==> src/rtl/scroll_lineas_if.sv <==
// Bundle between the centre-line scroll generator and its video/sprite/control neighbours.
interface scroll_lineas_if #(
    parameter int NUM_DASH = 3
);
    logic                    enable;
    logic [9:0]              hcount;
    logic [9:0]              vcount;
    logic [3:0]              target_speed;
    logic                    crash;
    logic [9:0]              posx;
    logic [10*NUM_DASH-1:0]  posy_bus;
    logic [3:0]              speed;
    logic                    frame_tick;
    logic [15:0]             distance;

    modport master (
        output enable, hcount, vcount, target_speed, crash,
        input  posx, posy_bus, speed, frame_tick, distance
    );

    modport slave (
        input  enable, hcount, vcount, target_speed, crash,
        output posx, posy_bus, speed, frame_tick, distance
    );
endinterface

==> src/rtl/scroll_lineas.sv <==
// Per-frame scroll offset, speed ramp and crash stop for the centre-dash sprites.
// Optional odometer accumulator is built only when ODOMETER_EN is defined.
module scroll_lineas #(
    parameter int NUM_DASH     = 3,
    parameter int DASH_PERIOD  = 160,
    parameter int POSX         = 307,
    parameter int FRAME_LINE   = 480,
    parameter int MAX_SPEED    = 15,
    parameter int ACCEL_FRAMES = 4
) (
    input  logic             clock,
    input  logic             reset_n,
    scroll_lineas_if.slave   bus
);
    localparam int              CNT_W     = (ACCEL_FRAMES > 1) ? $clog2(ACCEL_FRAMES) : 1;
    localparam logic [CNT_W-1:0] CNT_LAST = CNT_W'(ACCEL_FRAMES - 1);
    localparam logic [9:0]      FRAME_V   = 10'(FRAME_LINE);
    localparam logic [9:0]      POSX_V    = 10'(POSX);
    localparam logic [10:0]     PERIOD_V  = 11'(DASH_PERIOD);
    localparam logic [3:0]      MAX_V     = 4'(MAX_SPEED);

    typedef enum logic [0:0] {HOLD = 1'b0, RAMP = 1'b1} state_t;

    state_t               state_q, state_d;
    logic [9:0]           offset_q, offset_d;
    logic [3:0]           speed_q, speed_d;
    logic [CNT_W-1:0]     accel_cnt_q, accel_cnt_d;
    logic                 match_s, match_q;
    logic                 frame_tick_q, frame_tick_d;
    logic                 upd_s;
    logic [10:0]          sum_s;
    logic [3:0]           tgt_s;
    logic [10*NUM_DASH-1:0] posy_s;

    // Rising edge of the frame point; match_q keeps tracking while frozen
    always_comb begin
        match_s      = (bus.hcount == 10'd0) && (bus.vcount == FRAME_V);
        frame_tick_d = match_s & ~match_q & bus.enable;
        upd_s        = frame_tick_q & bus.enable;
    end

    // Offset wraps modulo the dash pitch; the sum is one bit wider than the offset
    always_comb begin
        sum_s = {1'b0, offset_q} + {7'd0, speed_q};
        if (upd_s) begin
            if (sum_s >= PERIOD_V) begin
                offset_d = 10'(sum_s - PERIOD_V);
            end else begin
                offset_d = sum_s[9:0];
            end
        end else begin
            offset_d = offset_q;
        end
    end

    // Speed FSM: crash wins, otherwise step one unit every ACCEL_FRAMES ticks
    always_comb begin
        state_d     = state_q;
        speed_d     = speed_q;
        accel_cnt_d = accel_cnt_q;
        if (bus.target_speed > MAX_V) begin
            tgt_s = MAX_V;
        end else begin
            tgt_s = bus.target_speed;
        end
        if (upd_s) begin
            if (bus.crash) begin
                speed_d     = 4'd0;
                accel_cnt_d = '0;
                state_d     = HOLD;
            end else if (speed_q == tgt_s) begin
                accel_cnt_d = '0;
                state_d     = HOLD;
            end else begin
                state_d = RAMP;
                if (accel_cnt_q == CNT_LAST) begin
                    accel_cnt_d = '0;
                    if (speed_q < tgt_s) begin
                        speed_d = speed_q + 4'd1;
                    end else begin
                        speed_d = speed_q - 4'd1;
                    end
                end else begin
                    accel_cnt_d = accel_cnt_q + CNT_W'(1);
                end
            end
        end else begin
            state_d = state_q;
        end
    end

    // Dash slots are fixed pitch apart; the pitch limits keep every slot inside 10 bits
    always_comb begin
        posy_s = '0;
        for (int i = 0; i < NUM_DASH; i++) begin
            posy_s[10*i +: 10] = offset_q + 10'(i * DASH_PERIOD);
        end
    end

    // Scroll and speed state registers
    always_ff @(posedge clock or negedge reset_n) begin
        if (!reset_n) begin
            state_q      <= HOLD;
            offset_q     <= 10'd0;
            speed_q      <= 4'd0;
            accel_cnt_q  <= '0;
            match_q      <= 1'b0;
            frame_tick_q <= 1'b0;
        end else begin
            state_q      <= state_d;
            offset_q     <= offset_d;
            speed_q      <= speed_d;
            accel_cnt_q  <= accel_cnt_d;
            match_q      <= match_s;
            frame_tick_q <= frame_tick_d;
        end
    end

`ifdef ODOMETER_EN
    logic [15:0] distance_q, distance_d;
    logic [16:0] dist_sum_s;

    // Odometer saturates rather than wrapping
    always_comb begin
        dist_sum_s = {1'b0, distance_q} + {13'd0, speed_q};
        if (upd_s) begin
            if (dist_sum_s[16]) begin
                distance_d = 16'hFFFF;
            end else begin
                distance_d = dist_sum_s[15:0];
            end
        end else begin
            distance_d = distance_q;
        end
    end

    // Odometer register
    always_ff @(posedge clock or negedge reset_n) begin
        if (!reset_n) begin
            distance_q <= 16'h0000;
        end else begin
            distance_q <= distance_d;
        end
    end

    assign bus.distance = distance_q;
`else
    assign bus.distance = 16'h0000;
`endif

    assign bus.posx       = POSX_V;
    assign bus.posy_bus   = posy_s;
    assign bus.speed      = speed_q;
    assign bus.frame_tick = frame_tick_q;
endmodule

==> src/flat_wrapper.sv <==
// flat-port wrapper written by rule: the top's interface ports become plain ports
module scroll_lineas_flat 
#(
    parameter int NUM_DASH     = 3,
    parameter int DASH_PERIOD  = 160,
    parameter int POSX         = 307,
    parameter int FRAME_LINE   = 480,
    parameter int MAX_SPEED    = 15,
    parameter int ACCEL_FRAMES = 4
)
  (clock, reset_n, bus_enable, bus_hcount, bus_vcount, bus_target_speed, bus_crash, bus_posx, bus_posy_bus, bus_speed, bus_frame_tick, bus_distance);
  scroll_lineas_if #(.NUM_DASH(NUM_DASH)) bus_i ();
  input  logic clock;
  input  logic reset_n;
  input wire logic [$bits(bus_i.enable)-1:0] bus_enable;
  input wire logic [$bits(bus_i.hcount)-1:0] bus_hcount;
  input wire logic [$bits(bus_i.vcount)-1:0] bus_vcount;
  input wire logic [$bits(bus_i.target_speed)-1:0] bus_target_speed;
  input wire logic [$bits(bus_i.crash)-1:0] bus_crash;
  output wire logic [$bits(bus_i.posx)-1:0] bus_posx;
  output wire logic [$bits(bus_i.posy_bus)-1:0] bus_posy_bus;
  output wire logic [$bits(bus_i.speed)-1:0] bus_speed;
  output wire logic [$bits(bus_i.frame_tick)-1:0] bus_frame_tick;
  output wire logic [$bits(bus_i.distance)-1:0] bus_distance;
  assign bus_i.enable = bus_enable;
  assign bus_i.hcount = bus_hcount;
  assign bus_i.vcount = bus_vcount;
  assign bus_i.target_speed = bus_target_speed;
  assign bus_i.crash = bus_crash;
  assign bus_posx = bus_i.posx;
  assign bus_posy_bus = bus_i.posy_bus;
  assign bus_speed = bus_i.speed;
  assign bus_frame_tick = bus_i.frame_tick;
  assign bus_distance = bus_i.distance;
  scroll_lineas #(.NUM_DASH(NUM_DASH), .DASH_PERIOD(DASH_PERIOD), .POSX(POSX), .FRAME_LINE(FRAME_LINE), .MAX_SPEED(MAX_SPEED), .ACCEL_FRAMES(ACCEL_FRAMES)) u_core (.clock(clock), .reset_n(reset_n), .bus(bus_i));
endmodule
==> config.mk <==
export PLATFORM = sky130hd
export DESIGN_NAME = scroll_lineas_flat
export DESIGN_NICKNAME = d
export VERILOG_FILES = /design/src/rtl/scroll_lineas_if.sv /design/src/rtl/scroll_lineas.sv /design/src/flat_wrapper.sv
export SDC_FILE = /design/constraint.sdc
export NUM_CORES = 1
export LEC_CHECK = 0
export BUFFER_PORTS_ARGS = -buffer_cell sky130_fd_sc_hd__buf_4
export CAP_MARGIN = 10
export CELL_PAD_IN_SITES_DETAIL_PLACEMENT = 1
export CELL_PAD_IN_SITES_GLOBAL_PLACEMENT = 2
export CORE_MARGIN = 10
export CORE_UTILIZATION = 26
export CTS_CLUSTER_DIAMETER = 30
export DETAILED_ROUTE_END_ITERATION = 10
export HOLD_SLACK_MARGIN = 0.1
export PLACE_DENSITY = 0.81
export SYNTH_ARGS = -nofsm -noshare
export SYNTH_HDL_FRONTEND = slang
export SYNTH_SLANG_ARGS = --single-unit
==> constraint.sdc <==
create_clock -name clock -period 4.75 [get_ports clock]
set_clock_uncertainty 0.1 [all_clocks]
set_input_delay 0.7125 -clock clock [delete_from_list [all_inputs] [get_ports clock]]
set_output_delay 0.7125 -clock clock [all_outputs]
set_load 0.005 [all_outputs]
==> results of run 1 <==
==> stage by stage <==
step           cell area (um^2)  power [mW]  setup slack (ns)
6_report                   2367      0.3195             1.075
5_1_grt                    2367      0.3321            0.7348
4_1_cts                    2367      0.3238             1.086
2_1_floorplan              2031      0.1822             1.428
3_5_place_dp               2312      0.1891             1.094
3_3_place_gp               2312      0.1884             1.201
==> critical path, cell delays in order, from the launching register on <==
cell and delay, ns:
dfrtp_1 0.47, ha_1 0.26, fa_1 0.43, a211oi_1 0.36, nor2_1 0.11, xnor2_1 0.18, inv_1 0.08, ha_1 0.30
o21ai_0 0.17, a2111oi_2 0.64, o31ai_1 0.13, or3_1 0.32
==> path summary, 6_finish.rpt <==
kind | startpoint | end | slack, ns | cells after the start
max in group asynchronous | reset_n | u_core.offset_q[7]$_DFFE_PN0P_ | 4.12 | 1
worst min-delay path | reset_n | u_core.bus.speed[2]$_DFFE_PN0P_ | 0.22 | 1
min in group clock | u_core.accel_cnt_q[1]$_DFFE_PN0P_ | u_core.accel_cnt_q[1]$_DFFE_PN0P_ | 0.39 | 2
worst max register to register | u_core.bus.speed[0]$_DFFE_PN0P_ | u_core.offset_q[5]$_DFFE_PN0P_ | 1.08 | 11
worst min register to register | u_core.accel_cnt_q[1]$_DFFE_PN0P_ | u_core.accel_cnt_q[1]$_DFFE_PN0P_ | 0.39 | 2
worst max-delay path | u_core.bus.speed[0]$_DFFE_PN0P_ | u_core.offset_q[5]$_DFFE_PN0P_ | 1.08 | 11
==> cell families (layout without fill, tap and decap cells) <==
kind of cell | Yosys count | count (layout) | synth area share, %
muxes | 4 | 4 | 2.257
and+or+nand+nor | 58 | 58 | 16.51
buffers and inverters | 60 | 82 | 18.96
DFF | 18 | 18 | 23.21
xor gates and xnor gates | 13 | 13 | 6.254
other | 2 | 26 | 0.3870
AOI/OAI and AO/OA | 55 | 55 | 20.70
adders and majority gates | 17 | 17 | 11.73
==> registers in the layout (all words and copies together) (netlist names) <==
| register | flops |
|---|---|
| u_core.bus.frame_tick | 1 |
| u_core.match_q | 1 |
| u_core.bus.speed | 4 |
| u_core.accel_cnt_q | 2 |
| u_core.offset_q | 10 |
==> cells in the final DEF, fill, tap and decap left out, types with 4 or more instances in the layout <==
master,n
buf_4,62
conb_1,26
nand2_1,20
dfrtp_1,18
inv_1,16
ha_1,15
a21oi_1,12
xnor2_1,11
nor2_1,10
o21ai_0,9
nor3_1,5
o31ai_1,5
clkbuf_8,4
==> routing by layer <==
| layer | vias to the layer above | routed length, um | GRT usage, % |
|---|---|---|---|
| met5 | - | 0 | 0 |
| met4 | 0 | 49 | 2.321 |
| met3 | 2 | 306 | 2.053 |
| met2 | 46 | 2857 | 17.93 |
| met1 | 791 | 2425 | 10.86 |
| li1 | 826 | - | - |
==> power groups by stage <==
stage                     logic [mW]  clock network (mW)  registers [mW]
after floorplan               0.0260                   0           0.156
after global placement        0.0322                   0           0.156
after detailed placement      0.0329                   0           0.156
after CTS                     0.0330               0.138           0.153
after global routing          0.0385               0.140           0.153
final                         0.0332               0.133           0.153
==> area by class of cell <==
type | count | area, um^2 | share of cell area [%]
sequential | 18 | 450.4 | 19.03
timing repair buffer | 62 | 465.4 | 19.66
multi-input combinational | 173 | 1212 | 51.22
clock buffer | 4 | 55.05 | 2.326
tap | 99 | 123.9 | 5.233
inverter | 16 | 60.06 | 2.537
==> flow_metrics.tcl, run 1 <==
set metrics [dict create \
    outcome "finished, final reports clean" \
    initial_core_util_pct 26.76 \
    antenna_cells 0 \
    dieHeight_um 106.4 \
    power.switching_mw 0.07524 \
    clock-sinks 18 \
    grt_pass1_vias 1817 \
    drcViolationCount 0 \
    cts-root-buf "clkbuf_8" \
    ios 89 \
    yosysSeqAreaShare_pct 23.21 \
    core_area_um2 7253 \
    placed_cells 368 \
    grt_setup_unrepaired "no" \
    cts_hold_buf 0 \
    synth_area_leaders "dfrtp_1 (23%), buf_4 (14%), ha_1 (9.7%)" \
    hp-class "in -> async" \
    synth-seq-cells 18 \
    clock_path_buffers 2 \
    die_w_um 106.4 \
    seqPwrFrac_pct 47.9 \
    cts_buffers 3 \
    cts-resized-gates 0 \
    internal-power_mw 0.2443 \
    ys_types 60 \
    grt_pass1_wl_um 9204 \
    rows 31 \
    cts_setup_buffers 0 \
    arrival_ns 3.71 \
    synth_cells 227 \
    synth_enable_flop_cells 0 \
    clkTransAtPathRegs_ns 0.08 \
    fin_tns_setup_ns 0 \
    hold_viol 0 \
    routed_via_density 4.476 \
    port_buffers 62 \
    yosysMostFrequentCell "buf_4" \
    dp_hpwl_um 4625 \
    drive_gt1_share_pct 29.30 \
    wl_per_cell_um 15.16 \
    track_usage_pct 9.633 \
    setup_viol 0 \
    routed_wl_um 5639 \
    fin_cells 372 \
    critical_path_required_ns 4.79 \
    fmax_mhz 272.1 \
    maxSlewViolCount 0 \
    routabilityCongestion 0.7555 \
    ys_warn_count 0 \
    antenna_found_initial 0 \
    nFillCells 890 \
    avgSynthCellArea_um2 8.549 \
    path_class "reg -> reg" \
    cts_tree "built" \
    worst_pin_slew_ns 0.9578 \
    p_per_area_nw_per_um2 135.0 \
    start_kind "register" \
    yosysTopAreaCellShare_pct 23.21 \
    drv_cap 0 \
    final_util_pct 32.64 \
    first_pass_iters 4 \
    vias 1665 \
    whs_ns 0.2179 \
    clkPwrFrac_pct 41.7 \
    htreeDepth 1 \
    grt_start_max_net_pins 29 \
    period_minus_slack_ns 3.675 \
    vdd_ir_drop_max_mv 0.1114 \
    overflow 0 \
    synth_commonest_cells "buf_4 (37), nand2_1 (20), dfrtp_1 (18), inv_1 (16), ha_1 (15)" \
    drt_iter0_markers 48 \
    end_kind "register" \
    synth_area_leader_cell "dfrtp_1" \
    p_leak_nw 1.187 \
    area_growth_pct 21.99 \
    clock_latency_ns 0.26 \
    path_max_fanout 7 \
    fin_crit_sh_pct 77.36 \
    synth_area_um2 1941 \
    die_area_um2 11320 \
    synth_ff_type "dfrtp_1" \
    p_comb_share_pct 10.4 \
    nNetsFinal 319 \
    async_reset_ff_share_pct 100.0 \
    p_sw_share_pct 23.55 \
    antenna_left 0 \
    max_slew_margin_pct 35.99 \
]
(Power assumes the default switching activity.)
==> run 2: changes to the inputs <==
--- a/config.mk
+++ b/config.mk
@@ -10,11 +10,11 @@
 export CELL_PAD_IN_SITES_DETAIL_PLACEMENT = 1
 export CELL_PAD_IN_SITES_GLOBAL_PLACEMENT = 2
 export CORE_MARGIN = 10
-export CORE_UTILIZATION = 26
+export CORE_UTILIZATION = 23
 export CTS_CLUSTER_DIAMETER = 30
 export DETAILED_ROUTE_END_ITERATION = 10
 export HOLD_SLACK_MARGIN = 0.1
-export PLACE_DENSITY = 0.81
+export PLACE_DENSITY = 0.76
 export SYNTH_ARGS = -nofsm -noshare
 export SYNTH_HDL_FRONTEND = slang
 export SYNTH_SLANG_ARGS = --single-unit
==> constraint.sdc (replaced) <==
create_clock -name clock -period 3.08 [get_ports clock]
set_clock_uncertainty 0.1 [all_clocks]
set_input_delay 0.462 -clock clock [delete_from_list [all_inputs] [get_ports clock]]
set_output_delay 0.462 -clock clock [all_outputs]
set_load 0.005 [all_outputs]
==> run 2 against run 1 <==
  * Critical path depth did not move
  * Register-to-register slack lost 0.97 ns
  * Die area rose by 11%
  * Combinational power is 59% higher
  * Sequential share of layout area fell by 1.6 points
  * Non-clock buffer count is 23 higher
  * Clock power rose by 32%
  * Sequential power grew 54%
==> flow_metrics.tcl, run 2 (same netlist as run 1, synthesis figures left out) <==
set metrics [dict create \
    outcome "finished, final reports clean" \
    nNetsFinal 342 \
    drcViolationCount 0 \
    drive_gt1_share_pct 37.97 \
    cts_buffers 3 \
    regMostFlops "u_core.offset_q" \
    initial_core_util_pct 23.62 \
    whs_ns 0.3284 \
    grt_pass1_vias 1962 \
    setup_viol 0 \
    fin_tns_setup_ns 0 \
    fmax_mhz 336.7 \
    ios 89 \
    start_kind "register" \
    hp-start "bus_crash" \
    fin_cells 400 \
    end_kind "register" \
    vdd_ir_drop_max_mv 0.09363 \
    clkTransAtPathRegs_ns 0.08 \
    core_area_um2 8217 \
    arrival_ns 3.01 \
    die_area_um2 12510 \
    drv_cap 0 \
    hp-class "in -> reg" \
    rr_startpoint "u_core.bus.speed[0]$_DFFE_PN0P_" \
    antenna_cells 0 \
    area_growth_pct 33.78 \
    first_pass_iters 4 \
    p_leak_nw 1.285 \
    maxSlewViolCount 0 \
    path_max_fanout 3 \
    routed_wl_um 5908 \
    port_buffers 62 \
    drt_iter0_markers 28 \
    r2r_slack_ns 0.11 \
    max_slew_margin_pct 57.68 \
    wl_per_cell_um 14.77 \
    worst_pin_slew_ns 0.6332 \
    dp_hpwl_um 4951 \
    grt_pass1_wl_um 9660 \
    path_class "reg -> reg" \
    largest_register_ffs 10 \
    period_minus_slack_ns 2.970 \
    cts-root-buf "clkbuf_8" \
    cp-endpoint "u_core.offset_q[5]$_DFFE_PN0P_" \
    grt_setup_unrepaired "no" \
    grt_start_max_net_pins 20 \
    rows 33 \
    hold_viol 0 \
    htreeDepth 1 \
    dieHeight_um 111.9 \
    startpoint "u_core.bus.speed[0]$_DFFE_PN0P_" \
    clock_latency_ns 0.26 \
    clock-sinks 18 \
    routabilityCongestion 0.7741 \
    p_per_area_nw_per_um2 179.0 \
    cts_tree "built" \
    track_usage_pct 8.969 \
    die_w_um 111.9 \
    clock_path_buffers 2 \
    r2r_cells 11 \
    vias 1776 \
    layout_common_cells "buf_4 (84), conb_1 (26), nand2_1 (20), dfrtp_1 (17), inv_1 (15)" \
    antenna_left 0 \
    overflow 0 \
    placed_cells 392 \
    antenna_found_initial 0 \
    reg2reg_to "u_core.offset_q[5]$_DFFE_PN0P_" \
    layout_commonest_cell "buf_4" \
    critical_path_required_ns 3.12 \
    routed_via_density 4.440 \
    fin_crit_sh_pct 96.43 \
]
-- run 2: worst min path at each step --
stage	to	cells past startpoint
after global routing	u_core.bus.speed[1]$_DFFE_PN0P_	2
final	u_core.bus.speed[1]$_DFFE_PN0P_	2
after global placement	u_core.bus.speed[0]$_DFFE_PN0P_	1
after CTS	u_core.bus.speed[1]$_DFFE_PN0P_	2
after floorplan	u_core.accel_cnt_q[0]$_DFFE_PN0P_	0
after detailed placement	u_core.bus.speed[0]$_DFFE_PN0P_	1
-- run 2: per-stage QoR --
stage / power [mW] / util, % / worst slack, ns / instance area (um^2)
global route: 0.4856 / 31.60 / 0.0005980 / 2596
floorplan: 0.2810 / - / 0.02195 / 2051
detailed placement: 0.2915 / 30.12 / -0.04811 / 2475
finish: 0.4647 / 31.60 / 0.1098 / 2596
global placement: 0.2899 / 30.12 / 0.05732 / 2475
CTS: 0.4713 / 30.96 / 0.0005826 / 2544
-- run 2: where the power goes --
group | internal [mW] | switching, mW | total [mW]
sequential | 0.236 | 0.00000337 | 0.236
clock | 0.0872 | 0.0886 | 0.176
combinational | 0.0282 | 0.0246 | 0.0528
total | 0.351 | 0.113 | 0.465
-- run 2: final cells by class --
cell class | instances | area (um^2)
fillers | 1014 | 5620
flip-flops and latches | 18 | 451.7
repair buffers | 85 | 640.6
clock buffers | 3 | 41.29
multi-input cells | 173 | 1271
well taps | 105 | 131.4
inverters | 16 | 60.06
-- run 2: metal layers --
| metal | vias to the layer above | wire (um) | track usage [%] |
|---|---|---|---|
| met4 | 0 | 58 | 2.828 |
| met2 | 43 | 3147 | 16.90 |
| li1 | 871 | - | - |
| met3 | 4 | 286 | 1.718 |
| met5 | - | 0 | 0 |
| met1 | 858 | 2416 | 9.758 |
-- run 2: worst max-delay path, stage by stage, from the launching register on --
cell and delay (ns):
dfrtp_1 0.40, ha_2 0.19, fa_2 0.35, a211oi_2 0.24, nor2_1 0.09, xnor2_1 0.15
inv_1 0.11, ha_4 0.18, o21ai_2 0.07, a2111o_1 0.45, and3_1 0.17, or3_1 0.34
-- run 2: repair_timing --
action	4_1_cts	5_1_grt
hold endpoints to repair	18	0
setup buffers	2	2
pin swaps	2	7
resized for setup	2	9
hold buffers	1	0
endpoints found under the setup margin	3	5
